<file path="src/rtl/switch_debounce.sv">
// rtl/switch_debounce.sv - two-flop synchronised, counter-qualified switch debouncer
//
// Purpose: conditions a raw mechanical switch level into a clean registered
// level with one-cycle press/release events and a wrapping press counter.
//
// Ports:
//   i_clk          system clock, all state changes on the rising edge
//   i_reset        asynchronous active-high reset of all state
//   i_d            raw switch level, asynchronous to i_clk
//   o_q            debounced switch level (state bit 0)
//   o_press        one-cycle pulse when o_q goes 0->1
//   o_release      one-cycle pulse when o_q goes 1->0
//   o_press_count  accepted presses modulo 256
module switch_debounce #(
  parameter int unsigned STABLE_CYCLES = 4,
  parameter int unsigned CNT_WIDTH     = 8
) (
  input  logic       i_clk,
  input  logic       i_reset,
  input  logic       i_d,
  output logic       o_q,
  output logic       o_press,
  output logic       o_release,
  output logic [7:0] o_press_count
);

  // Bit 0 of the encoding is the debounced level, so o_q is a direct register bit.
  typedef enum logic [1:0] {
    LOW_STABLE  = 2'b00,
    HIGH_STABLE = 2'b01,
    LOW_ARMING  = 2'b10,
    HIGH_ARMING = 2'b11
  } state_t;

  localparam logic [CNT_WIDTH-1:0] LP_ZERO = '0;
  localparam logic [CNT_WIDTH-1:0] LP_ONE  = CNT_WIDTH'(1);
  localparam logic [CNT_WIDTH-1:0] LP_LAST = CNT_WIDTH'(STABLE_CYCLES - 1);

  logic                 r_s1;
  logic                 r_s2;
  state_t               r_state;
  logic [CNT_WIDTH-1:0] r_cnt;
  logic                 r_press;
  logic                 r_release;
  logic [7:0]           r_press_count;

  always_ff @(posedge i_clk or posedge i_reset) begin
    if (i_reset) begin
      r_s1          <= 1'b0;
      r_s2          <= 1'b0;
      r_state       <= LOW_STABLE;
      r_cnt         <= LP_ZERO;
      r_press       <= 1'b0;
      r_release     <= 1'b0;
      r_press_count <= 8'd0;
    end else begin
      r_s1      <= i_d;
      r_s2      <= r_s1;
      // Pulses are high only in the cycle following the accepting edge.
      r_press   <= 1'b0;
      r_release <= 1'b0;
      case (r_state)
        LOW_STABLE: begin
          if (r_s2) begin
            // A single-cycle requirement accepts on the first disagreeing sample.
            if (STABLE_CYCLES == 1) begin
              r_state       <= HIGH_STABLE;
              r_cnt         <= LP_ZERO;
              r_press       <= 1'b1;
              r_press_count <= r_press_count + 8'd1;
            end else begin
              r_state <= LOW_ARMING;
              r_cnt   <= LP_ONE;
            end
          end
        end
        LOW_ARMING: begin
          if (!r_s2) begin
            r_state <= LOW_STABLE;
            r_cnt   <= LP_ZERO;
          end else if (r_cnt == LP_LAST) begin
            r_state       <= HIGH_STABLE;
            r_cnt         <= LP_ZERO;
            r_press       <= 1'b1;
            r_press_count <= r_press_count + 8'd1;
          end else begin
            r_cnt <= r_cnt + LP_ONE;
          end
        end
        HIGH_STABLE: begin
          if (!r_s2) begin
            if (STABLE_CYCLES == 1) begin
              r_state   <= LOW_STABLE;
              r_cnt     <= LP_ZERO;
              r_release <= 1'b1;
            end else begin
              r_state <= HIGH_ARMING;
              r_cnt   <= LP_ONE;
            end
          end
        end
        HIGH_ARMING: begin
          if (r_s2) begin
            r_state <= HIGH_STABLE;
            r_cnt   <= LP_ZERO;
          end else if (r_cnt == LP_LAST) begin
            r_state   <= LOW_STABLE;
            r_cnt     <= LP_ZERO;
            r_release <= 1'b1;
          end else begin
            r_cnt <= r_cnt + LP_ONE;
          end
        end
        default: begin
          r_state <= LOW_STABLE;
          r_cnt   <= LP_ZERO;
        end
      endcase
    end
  end

  assign o_q           = r_state[0];
  assign o_press       = r_press;
  assign o_release     = r_release;
  assign o_press_count = r_press_count;

endmodule

</file>
<file path="config.mk">
export PLATFORM = sky130hd
export DESIGN_NAME = switch_debounce
export DESIGN_NICKNAME = d
export VERILOG_FILES = /design/src/rtl/switch_debounce.sv
export SDC_FILE = /design/constraint.sdc
export NUM_CORES = 1
export LEC_CHECK = 0
export CAP_MARGIN = 10
export CORE_MARGIN = 4
export CORE_UTILIZATION = 45
export DETAILED_ROUTE_END_ITERATION = 10
export GPL_ROUTABILITY_DRIVEN = 0
export GPL_TIMING_DRIVEN = 0
export PLACE_DENSITY = 0.78
export SKIP_LAST_GASP = 1
export SYNTH_ARGS = -nofsm -noshare
export SYNTH_HDL_FRONTEND = slang
export SYNTH_SLANG_ARGS = --single-unit
</file>
<file path="constraint.sdc">
create_clock -name i_clk -period 2 [get_ports i_clk]
set_input_delay 0.5 -clock i_clk [delete_from_list [all_inputs] [get_ports i_clk]]
set_output_delay 0.5 -clock i_clk [all_outputs]
set_load 0.1 [all_outputs]
</file>
Yosys cells after proc, flatten, opt, wreduce, memory -nomap -nowiden --
Cells that the tools add are included.
Operators by class: $add $sub $neg 2, multiply operators 0, divide/modulo/power cells 0, order comparisons 0, eq/ne operators 8, shifts and indexed selects 0, multiplexer cells 18, bitwise operators 0, reductions and logical operators 4
Operator list (count):
- two-way mux 8 bit | 5
- one-hot mux 8 bit (4 select lines) | 1
- adder 8 x 1 -> 8 bit (second input constant) | 2
- two-way mux 2 bit | 6
- equality test 8 x 2 -> 1 bit (second input constant) | 1
- one-hot mux 2 bit (4 select lines) | 1
- != test 3 bit (second input constant) | 2
- two-way mux 1 bit | 5
- equality test 2 bit (second input constant) | 2
- != test 2 bit (second input constant) | 2
- AND reduction 4 bit | 1
- AND reduction 3 bit | 1
- equality test 2 x 1 -> 1 bit (second input constant) | 1
- logical NOT 2 bit | 1
- AND reduction 2 bit | 1
Word-level totals: register bits after elaboration 22, bits in latches 0, bits in writable memories 0, bits in read-only memories 0, input port bits 3, logic and storage cells 39, memories 0

Depth between registers and ports, before layout --
Gate-level depths: netlist of the first run.
depth in word-level cells 4, depth in mapped cells 6, mapped depth without buffers 6

Worst setup path before layout of the first run --
Ideal clock, no wire load.
path kind reg2reg, from register (tool-made name), to register r_cnt[7], arrival 2.003 ns, data required time 1.918 ns, slack -0.085 ns, cell stages (with the launch flop) 6, path buffers 1, cells stage by stage dfrtp_1 > xnor2_1 > a211oi_1 > buf_4 > o21ai_0 > a31oi_1
RTL lines:
- end signal, assigned | RTL line 87 | r_cnt <= r_cnt + LP_ONE;
- end signal, assigned | RTL line 111 | r_cnt <= r_cnt + LP_ONE;
- end, declared | RTL line 42 | logic [CNT_WIDTH-1:0] r_cnt;

Worst setup path after layout of the first run --
from register r_press_count[2], in the netlist o_press_count[2], to output port o_press_count[2]
RTL lines:
- start, declared | RTL line 45 | logic [7:0] r_press_count;
- start signal, assigned | RTL line 70 | r_press_count <= r_press_count + 8'd1;
- start signal, assigned | RTL line 85 | r_press_count <= r_press_count + 8'd1;
- end, declared | RTL line 24 | output logic [7:0] o_press_count
No word-level cell between the ends.

==> results of run 1 <==
## synthesized netlist by cell type
cell type	instances	area, µm²
sky130_fd_sc_hd__dfrtp_1	22	551
sky130_fd_sc_hd__nand2_1	14	52.6
sky130_fd_sc_hd__xnor2_1	6	52.6
sky130_fd_sc_hd__a31oi_1	5	31.3
sky130_fd_sc_hd__inv_1	5	18.8
sky130_fd_sc_hd__nand3_1	4	20.0
sky130_fd_sc_hd__nor2_1	4	15.0
sky130_fd_sc_hd__xor2_1	4	35.0
sky130_fd_sc_hd__a21oi_1	3	15.0
sky130_fd_sc_hd__nand4_1	3	18.8
sky130_fd_sc_hd__a22o_1	2	17.5
sky130_fd_sc_hd__ha_1	2	25.0
sky130_fd_sc_hd__nor3_1	2	10.0
sky130_fd_sc_hd__o21ai_0	2	10.0
sky130_fd_sc_hd__a211oi_1	1	7.51
sky130_fd_sc_hd__a22oi_1	1	7.51
sky130_fd_sc_hd__and2_1	1	6.26
sky130_fd_sc_hd__and3_2	1	7.51
sky130_fd_sc_hd__and4_2	1	10.0
sky130_fd_sc_hd__buf_4	1	7.51
sky130_fd_sc_hd__mux2_2	1	11.3
sky130_fd_sc_hd__nand4_4	1	21.3
sky130_fd_sc_hd__nor2b_1	1	6.26
sky130_fd_sc_hd__nor3_2	1	10.0
sky130_fd_sc_hd__nor3b_1	1	7.51
sky130_fd_sc_hd__nor4_4	1	21.3
sky130_fd_sc_hd__nor4b_4	1	23.8
sky130_fd_sc_hd__o22ai_1	1	6.26
## through the flow
step,TNS [ns],util [%]
floorplan,0,-
finish,0,57.1
global placement,-0.277,54.4
global route,0,57.1
CTS,0,57.3
detailed placement,-0.289,54.4
## final cells by class
class / instances / area (µm²) / share of cell area, %
Clock buffer: 3 / 22.5 / 1.80
Sequential cell: 22 / 552 / 44.1
Multi-Input combinational cell: 64 / 454 / 36.3
Timing Repair Buffer: 13 / 131 / 10.5
Tap cell: 28 / 35.0 / 2.80
Inverter: 5 / 18.8 / 1.50
Buffer: 1 / 7.51 / 0.600
Clock inverter: 1 / 30.0 / 2.40
## flip-flops by register name, summed over array words and instances (netlist names), named ones only
signal         flops
r_state            1
o_press            1
o_press_count      8
r_s1               1
r_s2               1
r_cnt              8
o_release          1
## power by group
part | internal, mW | total, mW | switching [mW]
registers | 0.515 | 0.614 | 0.0981
logic | 0.176 | 0.610 | 0.434
clock network | 0.203 | 0.336 | 0.134
total | 0.894 | 1.56 | 0.666
## cell usage in the layout (no fill, tap or decap), types with 2 or more instances in the layout
master and count:
sky130_fd_sc_hd__dfrtp_1 21, sky130_fd_sc_hd__nand2_1 14, sky130_fd_sc_hd__clkdlybuf4s15_2 9, sky130_fd_sc_hd__xnor2_1 6, sky130_fd_sc_hd__inv_1 5, sky130_fd_sc_hd__a31oi_1 5
sky130_fd_sc_hd__nand3_1 4, sky130_fd_sc_hd__nor2_1 4, sky130_fd_sc_hd__xor2_1 4, sky130_fd_sc_hd__nand4_1 3, sky130_fd_sc_hd__a21oi_1 3, sky130_fd_sc_hd__clkbuf_4 3
sky130_fd_sc_hd__o21ai_0 2, sky130_fd_sc_hd__nor3_1 2, sky130_fd_sc_hd__a22o_1 2, sky130_fd_sc_hd__ha_1 2, sky130_fd_sc_hd__clkdlybuf4s50_1 2, sky130_fd_sc_hd__clkbuf_2 2
## kinds of logic (layout without fill, tap and decap cells)
group | after synthesis | after routing
simple gates | 36 | 36
flops | 22 | 22
compound gates | 15 | 15
xor+xnor | 10 | 10
buf+inv | 6 | 23
fa+ha+maj | 2 | 2
mux | 1 | 1
## metal layers
metal  up-vias  GRT usage [%]  wire [µm]
li1        361              -          -
met1       365           15.3        765
met2        13           19.9        872
met3         4           3.94         64
met4         0           6.60         28
met5         -              0          0
## worst min path at each step
stage	startpoint	to	slack, ns	cells after the start
after floorplan	r_s1$_DFF_PP0_	r_s2$_DFF_PP0_	0.33	0
after global placement	r_s1$_DFF_PP0_	r_s2$_DFF_PP0_	0.34	0
after detailed placement	r_s1$_DFF_PP0_	r_s2$_DFF_PP0_	0.35	0
after CTS	r_s1$_DFF_PP0_	r_s2$_DFF_PP0_	0.38	0
after global routing	r_s1$_DFF_PP0_	r_s2$_DFF_PP0_	0.39	0
final	r_s1$_DFF_PP0_	r_s2$_DFF_PP0_	0.37	0
==> impl_metrics.prom, run 1 <==
# TYPE chip_impl_metric gauge
chip_impl_metric{name="cap_violations",unit=""} 0
chip_impl_metric{name="crit_path_max_fanout",unit=""} 5
chip_impl_metric{name="cts-hold-fix-buffers",unit=""} 0
chip_impl_metric{name="r2r_slack",unit="ns"} 0.19
chip_impl_metric{name="netlist_instances",unit=""} 92
chip_impl_metric{name="avgViaCountPerCell",unit=""} 5.42
chip_impl_metric{name="core_footprint",unit="µm²"} 2190
chip_impl_metric{name="i_o_pin_count",unit=""} 14
chip_impl_metric{name="cts.path.max_buffers",unit=""} 2
chip_impl_metric{name="fp.dieH",unit="µm"} 55.8
chip_impl_metric{name="min_period",unit="ns"} 1.85
chip_impl_metric{name="area_growth",unit="%"} 22.0
chip_impl_metric{name="grtUsageTotal",unit="%"} 12.6
chip_impl_metric{name="layout_worst_path_cycle_share",unit="%"} 92.4
chip_impl_metric{name="largest_net_degree_at_the_start_of_global_routing",unit=""} 23
chip_impl_metric{name="antenna_found_initial",unit=""} 0
chip_impl_metric{name="timing.critical_path.depth",unit=""} 1
chip_impl_metric{name="layout-drive-gt1-share",unit="%"} 22.9
chip_impl_info{name="criticalPathCategory",value="register to primary output"} 1
chip_impl_metric{name="placement_setup_slack",unit="ns"} -0.0668
chip_impl_metric{name="yosys.area_share.xor_xnor",unit="%"} 8.54
chip_impl_metric{name="post-route-cell-area",unit="µm²"} 1250
chip_impl_metric{name="synthAdderAreaFrac",unit="%"} 2.44
chip_impl_metric{name="numClockSinks",unit=""} 22
chip_impl_metric{name="synthSimpleGateAreaFrac",unit="%"} 22.4
chip_impl_metric{name="synth.avg_cell_area",unit="µm²"} 11.2
chip_impl_metric{name="setup_slack",unit="ns"} 0.151
chip_impl_metric{name="timing_worst_slew_pin_value",unit="ns"} 0.810
chip_impl_info{name="cpMaxStageDelayCell",value="sky130_fd_sc_hd__clkdlybuf4s15_2"} 1
chip_impl_metric{name="max-vdd-ir-drop",unit="mV"} 1.44
chip_impl_metric{name="yosys_warnings",unit=""} 0
chip_impl_metric{name="initialDrtViolationCount",unit=""} 7
chip_impl_info{name="combinational_family_with_the_most_area_after_synthesis",value="simple AND/OR/NAND/NOR gates"} 1
chip_impl_metric{name="timing.critical_path.slowest_cell_delay",unit="ns"} 0.59
chip_impl_metric{name="grt_overflow",unit=""} 0
chip_impl_metric{name="achievable-frequency",unit="MHz"} 541
chip_impl_info{name="worst_path_cell_chain",value="clkdlybuf4s15_2"} 1
chip_impl_info{name="crit_path_end_kind",value="primary output"} 1
chip_impl_metric{name="detailed_place.area",unit="µm²"} 1190
chip_impl_info{name="critical_path.top_delay_family",value="buffers and inverters"} 1
chip_impl_metric{name="synth_fp_nets",unit=""} 97
chip_impl_info{name="clock_tree.root_cell",value="sky130_fd_sc_hd__clkbuf_4"} 1
chip_impl_info{name="tritoncts",value="yes"} 1
chip_impl_metric{name="post_synth_mux_area_share",unit="%"} 1.10
chip_impl_metric{name="post_drt_wl_per_cell",unit="µm"} 12.6
chip_impl_metric{name="detailedPlacementHpwl",unit="µm"} 1290
chip_impl_info{name="status",value="complete, no violations"} 1
chip_impl_metric{name="worst-endpoint-required",unit="ns"} 1.50
chip_impl_metric{name="io_buffer_count",unit=""} 13
chip_impl_info{name="unrepaired_setup_endpoints_after_global_routing",value="false"} 1
chip_impl_metric{name="ant_nets",unit=""} 0
chip_impl_metric{name="power",unit="mW"} 1.56
chip_impl_metric{name="finalMaxSlewViolations",unit=""} 0
chip_impl_metric{name="worst_ep_arrival_time",unit="ns"} 1.35
chip_impl_metric{name="drc",unit=""} 0
chip_impl_metric{name="synth_compound_area_share",unit="%"} 9.27
chip_impl_metric{name="fp.dieArea",unit="µm²"} 3110
chip_impl_metric{name="post_synth_num_cell_types",unit=""} 28
chip_impl_metric{name="synth.ff_latch_count",unit=""} 22
chip_impl_metric{name="cts_resized",unit=""} 31
chip_impl_metric{name="cts_made_buffers",unit=""} 3
chip_impl_metric{name="finalSetupViolations",unit=""} 0
chip_impl_metric{name="worst_hold_slack_after_final_layout",unit="ns"} 0.372
chip_impl_info{name="cp-startpoint",value="o_press_count[2]$_DFFE_PP0P_"} 1
chip_impl_metric{name="fin_nets",unit=""} 115
chip_impl_info{name="holdCritPathClass",value="register to register"} 1
chip_impl_info{name="rr_endpoint",value="o_press_count[7]$_DFFE_PP0P_"} 1
chip_impl_metric{name="clkTransAtPathRegs",unit="ns"} 0.12
chip_impl_metric{name="mappedNetlistArea",unit="µm²"} 1030
chip_impl_metric{name="chipWidth",unit="µm"} 55.8
chip_impl_metric{name="num_rows",unit=""} 17
chip_impl_metric{name="diodes",unit=""} 0
chip_impl_metric{name="clock_tree.htree_level_count",unit=""} 1
chip_impl_metric{name="clkLatencyLatePin",unit="ns"} 0.31
chip_impl_metric{name="grt_pass1_wl",unit="µm"} 3130
chip_impl_metric{name="detail_route.first_pass.iterations",unit=""} 4
chip_impl_metric{name="layout.cells.non_filler",unit=""} 137
chip_impl_metric{name="total_via_count_after_detailed_routing",unit=""} 743
chip_impl_metric{name="dp.cells",unit=""} 133
chip_impl_metric{name="clock-skew-final",unit="ns"} 0.00844
chip_impl_metric{name="worst-r2r-cell-count",unit=""} 5
chip_impl_metric{name="initial_core_util",unit="%"} 46.8
chip_impl_metric{name="postCtsSetupBuffers",unit=""} 0
chip_impl_metric{name="detail_route.wirelength",unit="µm"} 1730
chip_impl_metric{name="via_count_of_the_first_global_routing_pass",unit=""} 736
chip_impl_metric{name="final.fill_count",unit=""} 182
chip_impl_metric{name="power.static_leakage",unit="nW"} 0.568
chip_impl_metric{name="critical_path_buf_inv_count",unit=""} 1
chip_impl_info{name="crit_path_start_kind",value="register"} 1
chip_impl_metric{name="synth-seq-area-share",unit="%"} 53.7
chip_impl_metric{name="report.final.hold_viol_count",unit=""} 0
chip_impl_info{name="worstReg2RegStart",value="r_cnt[0]$_DFFE_PP0P_"} 1
chip_impl_info{name="critPathCapture",value="o_press_count[2]"} 1
chip_impl_metric{name="pwr_density_cell",unit="nW/µm²"} 1250
chip_impl_metric{name="slew_headroom",unit="%"} 45.9
Power figures use the tool's default switching activity.
==> run 2: changes to the inputs <==
CORE_UTILIZATION = 25   (was 45)
PLACE_DENSITY = 0.53   (was 0.78)
==> impl_metrics.prom, run 2 (synthesis gave the netlist of run 1 again) <==
# TYPE chip_impl_metric gauge
chip_impl_metric{name="detailed_place.area",unit="µm²"} 1220
chip_impl_metric{name="switchingPower",unit="µW"} 667
chip_impl_metric{name="fin_nets",unit=""} 115
chip_impl_metric{name="post_drt_wl_per_cell",unit="µm"} 11.3
chip_impl_metric{name="achievable-frequency",unit="MHz"} 511
chip_impl_metric{name="initialDrtViolationCount",unit=""} 13
chip_impl_metric{name="min_period",unit="ns"} 1.96
chip_impl_info{name="worst_path_cell_chain",value="dlygate4sd2_1"} 1
chip_impl_metric{name="largest_net_degree_at_the_start_of_global_routing",unit=""} 23
chip_impl_metric{name="drc",unit=""} 0
chip_impl_metric{name="worst_ep_arrival_time",unit="ns"} 1.46
chip_impl_metric{name="critical_path_buf_inv_count",unit=""} 1
chip_impl_metric{name="detail_route.wirelength",unit="µm"} 1800
chip_impl_metric{name="clock_tree.htree_level_count",unit=""} 1
chip_impl_metric{name="final.fill_count",unit=""} 422
chip_impl_metric{name="fin_setup_tns",unit="ns"} 0
chip_impl_info{name="tritoncts",value="yes"} 1
chip_impl_metric{name="power",unit="mW"} 1.53
chip_impl_metric{name="combPwrFrac",unit="%"} 39.6
chip_impl_metric{name="antenna_found_initial",unit=""} 0
chip_impl_metric{name="dp.cells",unit=""} 155
chip_impl_info{name="holdCritPathClass",value="register to register"} 1
chip_impl_metric{name="initial_core_util",unit="%"} 25.8
chip_impl_metric{name="diodes",unit=""} 0
chip_impl_metric{name="setup_slack",unit="ns"} 0.0445
chip_impl_metric{name="timing.critical_path.slowest_cell_delay",unit="ns"} 0.85
chip_impl_metric{name="switching_share",unit="%"} 43.5
chip_impl_metric{name="slew_headroom",unit="%"} 36.6
chip_impl_info{name="cpMaxStageDelayCell",value="sky130_fd_sc_hd__dlygate4sd2_1"} 1
chip_impl_metric{name="layout_worst_path_cycle_share",unit="%"} 97.8
chip_impl_info{name="critical_path.top_delay_family",value="buffers and inverters"} 1
chip_impl_metric{name="pwr_density_cell",unit="nW/µm²"} 1200
chip_impl_metric{name="cap_violations",unit=""} 0
chip_impl_metric{name="post-route-cell-area",unit="µm²"} 1280
chip_impl_metric{name="postCtsSetupBuffers",unit=""} 0
chip_impl_metric{name="power.internal",unit="µW"} 867
chip_impl_metric{name="worst_hold_slack_after_final_layout",unit="ns"} 0.360
chip_impl_info{name="crit_path_end_kind",value="primary output"} 1
chip_impl_metric{name="grt_pass1_wl",unit="µm"} 3190
chip_impl_metric{name="detailedPlacementHpwl",unit="µm"} 1360
chip_impl_metric{name="placement_setup_slack",unit="ns"} -0.0734
chip_impl_metric{name="cts_made_buffers",unit=""} 3
chip_impl_info{name="status",value="complete, no violations"} 1
chip_impl_metric{name="numClockSinks",unit=""} 22
chip_impl_metric{name="avgViaCountPerCell",unit=""} 4.58
chip_impl_metric{name="grt_overflow",unit=""} 0
chip_impl_metric{name="clock-skew-final",unit="ns"} 0.00214
chip_impl_info{name="criticalPathCategory",value="register to primary output"} 1
chip_impl_metric{name="max-vdd-ir-drop",unit="mV"} 0.626
chip_impl_info{name="mostFrequentLayoutCells",value="sky130_fd_sc_hd__dfrtp_1, sky130_fd_sc_hd__nand2_1, sky130_fd_sc_hd__clkdlybuf4s15_2, sky130_fd_sc_hd__xnor2_1"} 1
chip_impl_metric{name="chipWidth",unit="µm"} 72.1
chip_impl_metric{name="i_o_pin_count",unit=""} 14
chip_impl_metric{name="ant_nets",unit=""} 0
chip_impl_metric{name="layout.cells.non_filler",unit=""} 159
chip_impl_metric{name="cts-hold-fix-buffers",unit=""} 0
chip_impl_metric{name="grtUsageTotal",unit="%"} 7.67
chip_impl_metric{name="io_buffer_count",unit=""} 13
chip_impl_metric{name="detail_route.first_pass.iterations",unit=""} 3
chip_impl_metric{name="cts.path.max_buffers",unit=""} 2
chip_impl_metric{name="core_footprint",unit="µm²"} 3970
chip_impl_info{name="unrepaired_setup_endpoints_after_global_routing",value="false"} 1
chip_impl_metric{name="power.static_leakage",unit="nW"} 0.578
chip_impl_metric{name="finalMaxSlewViolations",unit=""} 0
chip_impl_metric{name="clkTransAtPathRegs",unit="ns"} 0.08
chip_impl_metric{name="fp.dieArea",unit="µm²"} 5190
chip_impl_metric{name="crit_path_max_fanout",unit=""} 1
chip_impl_info{name="commonest_non_fill_non_tap_cell_in_the_layout",value="sky130_fd_sc_hd__dfrtp_1"} 1
chip_impl_metric{name="r2r_slack",unit="ns"} 0.23
chip_impl_metric{name="area_growth",unit="%"} 24.9
chip_impl_metric{name="num_rows",unit=""} 23
chip_impl_metric{name="layout-drive-gt1-share",unit="%"} 20.2
chip_impl_info{name="clock_tree.root_cell",value="sky130_fd_sc_hd__clkbuf_8"} 1
chip_impl_metric{name="finalSetupViolations",unit=""} 0
chip_impl_metric{name="pwr-share-seq",unit="%"} 40.0
chip_impl_metric{name="total_via_count_after_detailed_routing",unit=""} 728
chip_impl_metric{name="fp.dieH",unit="µm"} 72.1
chip_impl_metric{name="clockPowerShare",unit="%"} 20.3
chip_impl_metric{name="report.final.hold_viol_count",unit=""} 0
chip_impl_metric{name="timing_worst_slew_pin_value",unit="ns"} 0.955
chip_impl_metric{name="via_count_of_the_first_global_routing_pass",unit=""} 739
chip_impl_metric{name="finish.utilization",unit="%"} 32.3
chip_impl_metric{name="worst-endpoint-required",unit="ns"} 1.50
chip_impl_metric{name="clkLatencyLatePin",unit="ns"} 0.26
chip_impl_info{name="crit_path_start_kind",value="register"} 1
run 2: power by group through the flow:
stage               Sequential, mW  Combinational, mW  Clock [mW]
floorplan                    0.831              0.265           0
global placement             0.622              0.608           0
global route                 0.626              0.656       0.345
finish                       0.614              0.608       0.312
CTS                          0.614              0.604       0.328
detailed placement           0.623              0.612           0
run 2: final cells by class:
cell class | count | area (µm²) | share of cell area [%]
flip-flops and latches | 22 | 552 | 43.1
clock buffers | 4 | 55.1 | 4.30
multi-input cells | 64 | 454 | 35.4
repair buffers | 13 | 131 | 10.3
well taps | 50 | 62.6 | 4.88
inverters | 5 | 18.8 | 1.46
plain buffers | 1 | 7.51 | 0.586
run 2: repair_timing:
| item | 4_1_cts | 5_1_grt |
|---|---|---|
| resized for setup | 25 | 4 |
| setup endpoints to repair | 11 | 4 |
| gates cloned | 0 | 0 |
| pin swaps | 0 | 0 |
run 2: routing by layer:
metal	part of all wire, %	up-vias	global-route usage, %	routed length [µm]
met3	1.7	2	1.25	31
li1	-	359	-	-
met1	50	358	10.4	893
met5	0	-	0	0
met2	48	9	12.1	861
met4	0.56	0	3.13	10
run 2: path summary, 6_finish.rpt:
kind | endpoint | depth (start not counted) | from
setup reg to reg | o_press_count[7]$_DFFE_PP0P_ | 5 | r_cnt[0]$_DFFE_PP0P_
max in group asynchronous | async pin | 2 | i_reset
min in group asynchronous | o_press_count[7]$_DFFE_PP0P_ | 2 | i_reset
setup / recovery | o_press | 1 | o_press$_DFF_PP0_
hold / removal | r_s2$_DFF_PP0_ | 0 | r_s1$_DFF_PP0_
hold reg to reg | r_s2$_DFF_PP0_ | 0 | r_s1$_DFF_PP0_
